$ cat src/rtl/alu_result_stage.sv
// alu_result_stage: registered output stage behind the 16-bit ALU datapath.
// Holds up to two results, with their {Z,N,V} flags, in a small FIFO behind
// a valid/ready handshake. Also keeps a sticky overflow flag and a saturating
// overflow event counter for the control FSM.
// Optional feature: define ALU_SAT_EN to replace an overflowing result with
// the saturated value chosen by the sign of operand A.
module alu_result_stage #(
   parameter int WIDTH = 16,
   parameter int CNT_W = 8
) (
   input  logic             clk,
   input  logic             rst_n,
   input  logic             in_valid,
   output logic             in_ready,
   input  logic [WIDTH-1:0] in_result,
   input  logic             in_ovf,
   input  logic             in_a_msb,
   output logic             out_valid,
   input  logic             out_ready,
   output logic [WIDTH-1:0] out_result,
   output logic [2:0]       out_flags,
   output logic             sticky_ovf,
   output logic [CNT_W-1:0] ovf_count,
   input  logic             clr_sticky
);

   typedef enum logic [1:0] {
      EMPTY = 2'd0,
      ONE   = 2'd1,
      FULL  = 2'd2
   } occ_t;

   occ_t state;
   occ_t state_nx;

   logic [WIDTH-1:0] data_mem [2];
   logic [2:0]       flag_mem [2];
   logic             rd_ptr;
   logic             wr_ptr;

   logic             accept;
   logic             pop;
   logic [WIDTH-1:0] store_result;
   logic [2:0]       store_flags;

   assign accept     = in_valid & in_ready;
   assign out_valid  = (state != EMPTY);
   assign pop        = out_valid & out_ready;
   assign out_result = data_mem[rd_ptr];
   assign out_flags  = flag_mem[rd_ptr];

`ifdef ALU_SAT_EN
   // Overflowing results are clamped toward the sign of operand A before storage
   always_comb begin
      store_result = in_result;
      if (in_ovf) begin
         if (in_a_msb) begin
            store_result = {1'b1, {(WIDTH-1){1'b0}}};
         end else begin
            store_result = {1'b0, {(WIDTH-1){1'b1}}};
         end
      end
   end
`else
   logic unused_a_msb;
   assign unused_a_msb = in_a_msb;

   // Results are stored exactly as produced (wrapped on overflow)
   always_comb begin
      store_result = in_result;
   end
`endif

   // Flags always describe the word that is actually stored
   always_comb begin
      store_flags = {(store_result == '0), store_result[WIDTH-1], in_ovf};
   end

   // Occupancy next-state; FULL never sees an accept because in_ready is low there
   always_comb begin
      state_nx = state;
      case (state)
         EMPTY: begin
            if (accept) begin
               state_nx = ONE;
            end
         end
         ONE: begin
            if (accept && !pop) begin
               state_nx = FULL;
            end else if (pop && !accept) begin
               state_nx = EMPTY;
            end
         end
         FULL: begin
            if (pop) begin
               state_nx = ONE;
            end
         end
         default: begin
            state_nx = EMPTY;
         end
      endcase
   end

   // Occupancy register and registered in_ready, held low while reset is asserted
   always_ff @(posedge clk or negedge rst_n) begin
      if (!rst_n) begin
         state    <= EMPTY;
         in_ready <= 1'b0;
      end else begin
         state    <= state_nx;
         in_ready <= (state_nx != FULL);
      end
   end

   // FIFO storage and pointers; reset clears entries so the head reads zero
   always_ff @(posedge clk or negedge rst_n) begin
      if (!rst_n) begin
         for (int i = 0; i < 2; i++) begin
            data_mem[i] <= '0;
            flag_mem[i] <= '0;
         end
         rd_ptr <= 1'b0;
         wr_ptr <= 1'b0;
      end else begin
         if (accept) begin
            data_mem[wr_ptr] <= store_result;
            flag_mem[wr_ptr] <= store_flags;
            wr_ptr           <= ~wr_ptr;
         end
         if (pop) begin
            rd_ptr <= ~rd_ptr;
         end
      end
   end

   // Sticky overflow and saturating event counter; a clear beats a same-cycle event
   always_ff @(posedge clk or negedge rst_n) begin
      if (!rst_n) begin
         sticky_ovf <= 1'b0;
         ovf_count  <= '0;
      end else if (clr_sticky) begin
         sticky_ovf <= 1'b0;
         ovf_count  <= '0;
      end else if (accept && in_ovf) begin
         sticky_ovf <= 1'b1;
         if (ovf_count != '1) begin
            ovf_count <= ovf_count + 1'b1;
         end
      end
   end

endmodule

$ cat config.mk
export PLATFORM = sky130hd
export DESIGN_NAME = alu_result_stage
export DESIGN_NICKNAME = d
export VERILOG_FILES = /design/src/rtl/alu_result_stage.sv
export SDC_FILE = /design/constraint.sdc
export NUM_CORES = 1
export LEC_CHECK = 0
export BUFFER_PORTS_ARGS = -buffer_cell sky130_fd_sc_hd__buf_2
export CORE_MARGIN = 4
export CORE_UTILIZATION = 52
export DETAILED_ROUTE_END_ITERATION = 16
export MAX_ROUTING_LAYER = met4
export PLACE_DENSITY_LB_ADDON = 0.2
export SYNTH_ARGS = -nofsm -noshare
export SYNTH_HDL_FRONTEND = slang
export SYNTH_SLANG_ARGS = --single-unit
$ cat constraint.sdc
create_clock -name clk -period 1.74 [get_ports clk]
set_input_delay 0.261 -clock clk [delete_from_list [all_inputs] [get_ports clk]]
set_output_delay 0.261 -clock clk [all_outputs]
set_load 0.05 [all_outputs]
# Word-level counts from Yosys, hierarchy flattened

Cells that the tools add are included.

Flip-flop bits (word level): 52
Bits in latches: 0
RAM bits: 0
ROM bits: 0
Bits of input ports: 23
Output and inout bits: 30
Word-level logic and storage cells: 58
Memories: 0

Add/subtract/negate cells: 1
Multipliers: 0
Div/mod/pow operators: 0
Magnitude comparators: 3
Equal/unequal tests: 4
Shifts and indexed selects: 0
Multiplexer cells: 22
Bitwise operators: 6
Reductions and logical operators: 12

Operators with widths:

| operator              | number |
|---|---|
| $mux W16              | 4 |
| $bwmux W32            | 1 |
| $mux W8               | 3 |
| $demux W16 S1         | 1 |
| $logic_not A16 Y1     | 1 |
| $mux W3               | 4 |
| $add A8 B1 Y8 const B | 1 |
| $mux W2               | 4 |
| $ne A8 B8 Y1 const B  | 1 |
| $bwmux W6             | 1 |
| $pmux W2 S3           | 1 |
| $reduce_bool A2 Y1    | 3 |
| $ge A2 B2 Y1 const B  | 2 |
| $logic_and A1 B1 Y1   | 4 |
| $not A1 Y2            | 2 |
| $demux W3 S1          | 1 |
| $and A1 B1 Y1         | 2 |
| $eq A2 B1 Y1 const B  | 1 |
| $eq A2 B2 Y1 const B  | 1 |
| $logic_not A1 Y1      | 2 |
| $logic_not A2 Y1      | 1 |
| $lt A2 B1 Y1 const B  | 1 |
| $mux W1               | 2 |
| $ne A2 B2 Y1 const B  | 1 |
| other kinds (2)       | 3 |

# Logic depth before layout (Yosys ltp)

Gate-level depths: netlist of the first run.

Depth in word-level cells: 7
Gate-level depth with buffers: 6
Depth with buffers taken out: 5

# Worst setup path before layout of the first run

OpenSTA, ideal clock, no wires.

Path type: reg2reg
From: register ovf_count[0]
To: register ovf_count[5]
Library setup time: 78 ps
Arrival time: 1687 ps
Data required time: 1662 ps
Slack: -25 ps
Cell stages (with the launch flop): 6
Buffers on the path: 0
Clock period less this slack: 1765 ps
Path through: dfrtp_1 -> ha_1 -> nand3_1 -> nor2_1 -> or4_1 -> a21oi_1

Cells in the longest elaborated chain, start to end: 4
Elaborated cells on any way between the ends: 7
Classes of those cells: add/sub (1); eq/ne (1); mux (3); reduce/logical (2)

Ends and longest elaborated chain:

| element                | RTL line | text |
|---|---|---|
| from (decl)            | 23       | `output logic [CNT_W-1:0] ovf_count,` |
| from (signal assigned) | 149      | `ovf_count <= ovf_count + 1'b1;` |
| $add A8 B1 Y8          | 149      |  |
| $mux W8                | 148      | `if (ovf_count != '1) begin` |
| $mux W8                | 146      | `end else if (accept && in_ovf) begin` |
| $mux W8                | 143      | `end else if (clr_sticky) begin` |

Several ways; a longest one is shown, not always the timed one. The select of a mux whose other input is x is not followed.
A chain may end at the register's enable or synchronous reset.

# Worst setup path in the final report of the first run

From: register rd_ptr
To: output port out_flags[2]

Cells in the longest elaborated chain, start to end: 4

Ends and longest elaborated chain:

| element                                    | RTL line | text |
|---|---|---|
| from (decl)                                | 38       | `logic rd_ptr;` |
| from (signal assigned)                     | 133      | `rd_ptr <= ~rd_ptr;` |
| $not A1 Y2 (not written as such)           | 50       | `assign out_flags = flag_mem[rd_ptr];` |
| $mux W3 (not written as such) (3 in a row) | 50       |  |
| to (decl)                                  | 21       | `output logic [2:0] out_flags,` |

Every way passes these cells. The select of a mux whose other input is x is not followed.

==> results of run 1 <==
## kinds of logic (layout without fill, tap and decap cells)
family | after synthesis | count (layout)
xor gates and xnor gates | 3 | 3
buffers and inverters | 10 | 68
AOI/OAI and AO/OA | 14 | 14
muxes | 54 | 54
and+or+nand+nor | 45 | 45
adders and majority gates | 1 | 1
DFF | 50 | 50
## routing by layer
layer / vias to the layer above / part of all wire [%] / track usage [%]
met5: - / 0 / -
met4: 0 / 0.88 / 5.83
met3: 4 / 4.5 / 3.17
met2: 36 / 50 / 28.7
met1: 770 / 45 / 21.4
li1: 751 / - / -
## how the worst max path moves through the flow
stage / to / slack, ns / from
2_1_floorplan: ovf_count[5] / 0.002 / ovf_count[1]
3_3_place_gp: ovf_count[5] / 0.21 / ovf_count[0]
3_5_place_dp: ovf_count[5] / 0.20 / ovf_count[0]
4_1_cts: out_flags[2] / 0.03 / rd_ptr
5_1_grt: out_flags[1] / 0.006 / rd_ptr
6_report: out_flags[2] / 0.05 / rd_ptr
## registers in the layout (all words and copies together) (netlist names)
signal      cells
data_mem       30
ovf_count       8
flag_mem        6
state           2
in_ready        1
rd_ptr          1
sticky_ovf      1
wr_ptr          1
## layout make-up
type	instances	area [um^2]
clock inverters	3	43.8
flip-flops and latches	50	1250
well taps	52	65.1
clock buffers	5	68.8
inverters	1	3.75
multi-input cells	117	1050
fillers	368	1560
repair buffers	59	343
## stage by stage
stage | setup WS (ns) | utilization [%] | cell area [um^2]
2_1_floorplan | 0.00218 | - | 2370
3_3_place_gp | 0.208 | 61.3 | 2690
3_5_place_dp | 0.196 | 61.3 | 2690
4_1_cts | 0.0315 | 64.4 | 2830
5_1_grt | 0.00564 | 64.4 | 2830
6_report | 0.0457 | 64.4 | 2830
## Yosys cell counts
library cell	count	area share [%]
dfrtp_1	50	53
mux2_2	33	16
mux2_4	17	11
nor2_1	11	1.7
nand2_1	8	1.3
a211oi_1	4	1.3
nor3_1	4	0.85
nor4_1	4	1.1
a21oi_1	3	0.63
buf_2	3	0.63
buf_4	3	0.95
nand3_1	3	0.63
nand4_1	3	0.79
buf_6	2	0.95
mux2_1	2	0.95
mux2i_1	2	0.85
o21ai_1	2	0.42
xnor2_1	2	0.74
a21o_1	1	0.32
a31oi_1	1	0.26
and3_1	1	0.26
and3b_1	1	0.37
and4_1	1	0.37
buf_1	1	0.16
ha_1	1	0.53
inv_1	1	0.16
nand2_2	1	0.26
nand2b_1	1	0.26
nand3_4	1	0.74
nand4_2	1	0.53
nand4b_1	1	0.37
nor2b_1	1	0.26
o21ai_0	1	0.21
o22ai_1	1	0.26
o31ai_1	1	0.32
or2_1	1	0.26
or2_2	1	0.26
or4_1	1	0.32
xor2_1	1	0.37
## timing repair
| item | CTS | global route |
|---|---|---|
| hold buffers | 1 | 0 |
| setup buffers | 2 | 0 |
| setup endpoints to repair | 16 | 0 |
| resized for setup | 1 | 0 |
| hold endpoints to repair | 50 | 0 |
## power by group through the flow
stage          logic, mW  registers [mW]  clock network (mW)
2_1_floorplan       2.46            1.83                   0
3_3_place_gp        2.93            1.88                   0
3_5_place_dp        2.96            1.90                   0
4_1_cts             3.02            1.88               0.834
5_1_grt             3.16            1.93               0.869
6_report            2.98            1.87               0.802
==> results.json, run 1 <==
{
  "worst_clock_skew_ns": 0.00667,
  "peakVddDrop_v": 0.000984,
  "clock_latency_ns": 0.30,
  "final_cell_mix": "buf_2, dfrtp_1, mux2_2",
  "drive_gt1_share_pct": 51.9,
  "cts.clk_slew.worst_paths_ns": 0.09,
  "wl_per_cell_um": 15.1,
  "synthAdderAreaFrac_pct": 0.529,
  "min_path_cells": 2,
  "fin_nets": 258,
  "netlist_area_um2": 2370,
  "dieArea_um2": 5690,
  "antenna_found_initial": 0,
  "wirelength_um": 4340,
  "crit_cells": 3,
  "r2r_setup_slack_ns": 0.17,
  "worstPathRequired_ns": 1.48,
  "syn-instance-count": 177,
  "synthMuxAreaShare_pct": 28.3,
  "period_share_pct": 97.4,
  "yosys.cell_types.count": 39,
  "r2r_start": "ovf_count[0]",
  "gp_congestion": 0.809,
  "clkPwrFrac_pct": 14.2,
  "drt-initial-drc-count": 76,
  "die_h_um": 75.5,
  "crit_slowest_cell": "dfrtp_2",
  "grt.total_usage_pct": 17.3,
  "dp_cells": 276,
  "clock-sinks": 50,
  "power_mw": 5.65,
  "final-setup-viol-count": 0,
  "reg2regPathDepth": 5,
  "max_slew_margin_pct": 69.7,
  "worstReg2RegEnd": "ovf_count[5]",
  "grt_pass1_wl_um": 7290,
  "overflow": 0,
  "port_buffers": 51,
  "vias_per_cell": 5.44,
  "dr.pass1.iters": 2,
  "cts_max_level": 2,
  "synth_compound_area_share_pct": 3.70,
  "report.final.hold_viol_count": 0,
  "p_sw_mw": 2.45,
  "holdWs_ns": 0.211,
  "synth_top_family_by_area": "multiplexers",
  "seq_area_frac_synth_pct": 52.9,
  "synth-seq-cells": 50,
  "critical-path-max-stage-delay_ns": 0.43,
  "leakagePower_nw": 1.34,
  "grt_pass1_vias": 1604,
  "cp_top_family": "flip-flops",
  "p_seq_share_pct": 33.1,
  "synth_xor_area_share_pct": 1.11,
  "die_w_um": 75.5,
  "critPathKind": "flop to output pin",
  "grt_max_degree": 51,
  "syn2layout_area_growth_pct": 19.4,
  "fin_cells": 287,
  "drc": 0,
  "vias": 1561,
  "fmax_mhz": 590,
  "crit_path_end_kind": "output pin",
  "dp.final_hpwl_um": 3080,
  "antennaDiodeCount": 0,
  "postRouteAntennaNets": 0,
  "comb_power_share_pct": 52.7,
  "yosys_warnings": 0,
  "cts_tree": "built",
  "worstPathMaxFanout": 11,
  "layout_min_cycle_time_ns": 1.69,
  "syn_area_per_cell_um2": 13.4,
  "worstMarginPinSlew_ns": 0.450,
  "final_common_cell": "buf_2",
  "core_um2": 4380,
  "path_buf_inv": 2,
  "start_util_pct": 54.0,
  "power_density_nw_per_um2": 2000,
  "slew_violations": 0,
  "fin_tns_setup_ns": 0,
  "hold_path_class": "primary input to flop",
  "maxCapViolations": 0,
  "worstHoldEndpoint": "data_mem[12]",
  "cts_inserted_buffers": 5,
  "hold_start": "in_result[12]",
  "status": "completed",
  "cts-root-buf": "clkbuf_8",
  "path_cells": "buf_12 > mux2_2 > buf_2",
  "sw_frac_of_total_pct": 43.3,
  "synthSimpleGateAreaFrac_pct": 10.6,
  "crit_path_start_kind": "flop",
  "intPower_mw": 3.21,
  "rows": 24,
  "cts_buffer_depth": 2,
  "synthesis.nets": 201,
  "arrival_ns": 1.43,
  "rsz0062_at_grt": "no",
  "ios": 53
}
(Power assumes the default switching activity.)
==> run 2, diff against run 1 <==
--- a/config.mk
+++ b/config.mk
@@ -5,12 +5,14 @@
 export SDC_FILE = /design/constraint.sdc
 export NUM_CORES = 1
 export LEC_CHECK = 0
+export ABC_CLOCK_PERIOD_IN_PS = 1740
 export BUFFER_PORTS_ARGS = -buffer_cell sky130_fd_sc_hd__buf_2
 export CORE_MARGIN = 4
 export CORE_UTILIZATION = 52
 export DETAILED_ROUTE_END_ITERATION = 16
 export MAX_ROUTING_LAYER = met4
 export PLACE_DENSITY_LB_ADDON = 0.2
+export RECOVER_POWER = 100
 export SYNTH_ARGS = -nofsm -noshare
 export SYNTH_HDL_FRONTEND = slang
 export SYNTH_SLANG_ARGS = --single-unit
==> run 2 against run 1 <==
Against the previous run: core utilization shrank 1.9 points; clock power is essentially flat; global-route usage is the same; final cell count is the same; hold slack lost 0.0078 ns; die area is the same; sequential power is essentially flat; flip-flop and latch count is the same; largest power group unchanged; highest routed layer unchanged.
==> results.json, run 2 (synthesized netlist as in run 1, its figures left out) <==
{
  "die_w_um": 75.5,
  "dp_slack_ns": 0.196,
  "dp_cells": 276,
  "overflow": 0,
  "worstPathRequired_ns": 1.48,
  "final_common_cell": "dfrtp_1",
  "final_cell_mix": "dfrtp_1, buf_2, mux2_2",
  "finish.utilization_pct": 62.5,
  "report.final.hold_viol_count": 0,
  "peakVddDrop_v": 0.000960,
  "critical-path-max-stage-delay_ns": 0.43,
  "largest_reg_flops": 30,
  "power_mw": 5.46,
  "top_regs": "data_mem x30, ovf_count x8, flag_mem x6",
  "cts-root-buf": "clkbuf_8",
  "fin_nets": 258,
  "fmax_mhz": 584,
  "ios": 53,
  "vias": 1560,
  "fin_area_um2": 2740,
  "cts_max_level": 2,
  "holdWs_ns": 0.204,
  "fin_cells": 287,
  "status": "completed",
  "fin_tns_setup_ns": 0,
  "port_buffers": 51,
  "crit_slowest_cell": "dfrtp_2",
  "drc": 0,
  "place_area_um2": 2690,
  "dp.final_hpwl_um": 3080,
  "crit_path_start_kind": "flop",
  "worst_clock_skew_ns": 0.00776,
  "clock-sinks": 50,
  "rsz0062_at_grt": "no",
  "path_cells": "buf_12 > mux2_2 > clkbuf_2",
  "grt.total_usage_pct": 17.3,
  "drt-initial-drc-count": 75,
  "grt_pass1_vias": 1604,
  "dieArea_um2": 5690,
  "postRouteAntennaNets": 0,
  "core_um2": 4380,
  "syn2layout_area_growth_pct": 15.9,
  "grt_pass1_wl_um": 7290,
  "cts_tree": "built",
  "crit_path_end_kind": "output pin",
  "period_share_pct": 98.4,
  "maxCapViolations": 0,
  "grt_max_degree": 51,
  "antenna_found_initial": 0,
  "cts_inserted_buffers": 5,
  "regMostFlops": "data_mem",
  "wl_per_cell_um": 15.1,
  "start_util_pct": 54.0,
  "clock_latency_ns": 0.30,
  "antennaDiodeCount": 0,
  "wirelength_um": 4350,
  "vias_per_cell": 5.44,
  "hold_path_class": "primary input to flop",
  "drive_gt1_share_pct": 40.0,
  "critPathKind": "flop to output pin",
  "rows": 24,
  "gp_congestion": 0.809,
  "cts_buffer_depth": 2,
  "arrival_ns": 1.45,
  "worstMarginPinSlew_ns": 0.611,
  "power_density_nw_per_um2": 1990,
  "layout_min_cycle_time_ns": 1.71,
  "cts.clk_slew.worst_paths_ns": 0.09,
  "slew_violations": 0,
  "max_slew_margin_pct": 59.5,
  "final-setup-viol-count": 0,
  "leakagePower_nw": 1.22,
  "worstPathMaxFanout": 11,
  "die_h_um": 75.5,
  "dr.pass1.iters": 2,
  "fin_ws_ns": 0.0286
}
[run 2: changes by cell type in the layout (fill, tap and decap cells not counted), sizes merged]
cell,change
buf,-14
clkbuf,+14
[run 2: worst max-delay path, delay by kind of cell, from the launching register on]
family                 cells  cell delay, ns
flip-flops                 1            0.43
buffers and inverters      2            0.38
multiplexers               1            0.33
[run 2: repair_timing]
action	4_1_cts	5_1_grt
hold buffers	1	0
endpoints found under the setup margin	16	0
hold endpoints to repair	50	0
buffers inserted	2	0
resized for setup	1	0
[run 2: cell type report]
type                       count  area (um^2)
inverter                       1         3.75
timing repair buffer          59          329
clock buffer                   5         68.8
clock inverter                 3         43.8
fill                         397         1640
multi-input combinational    117          977
tap                           52         65.1
sequential                    50         1250
[run 2: final timing paths]
kind / from / endpoint / slack, ns / cells after the start
max: rd_ptr / out_result[5] / 0.03 / 3
min: in_result[12] / data_mem[12] / 0.20 / 2
max reg2reg: ovf_count[0] / ovf_count[5] / 0.17 / 5
min reg2reg: flag_mem[5] / flag_mem[5] / 0.49 / 2
max in group asynchronous: rst_n / ovf_count[0] / 0.99 / 3
min in group asynchronous: rst_n / data_mem[5] / 0.51 / 3
[run 2: power breakdown]
group / leakage (nW) / internal [mW] / switching [mW] / total [mW]
registers: 0.606 / 1.61 / 0.253 / 1.87
logic: 0.557 / 0.994 / 1.80 / 2.80
clock network: 0.0585 / 0.431 / 0.371 / 0.802
[run 2: layer usage]
| metal | GRT usage (%) | up-vias | wire length, um |
|---|---|---|---|
| met5 | - | - | 0 |
| li1 | - | 753 | - |
| met4 | 5.83 | 0 | 38 |
| met1 | 21.4 | 769 | 1990 |
| met2 | 28.7 | 34 | 2130 |
| met3 | 3.17 | 4 | 194 |
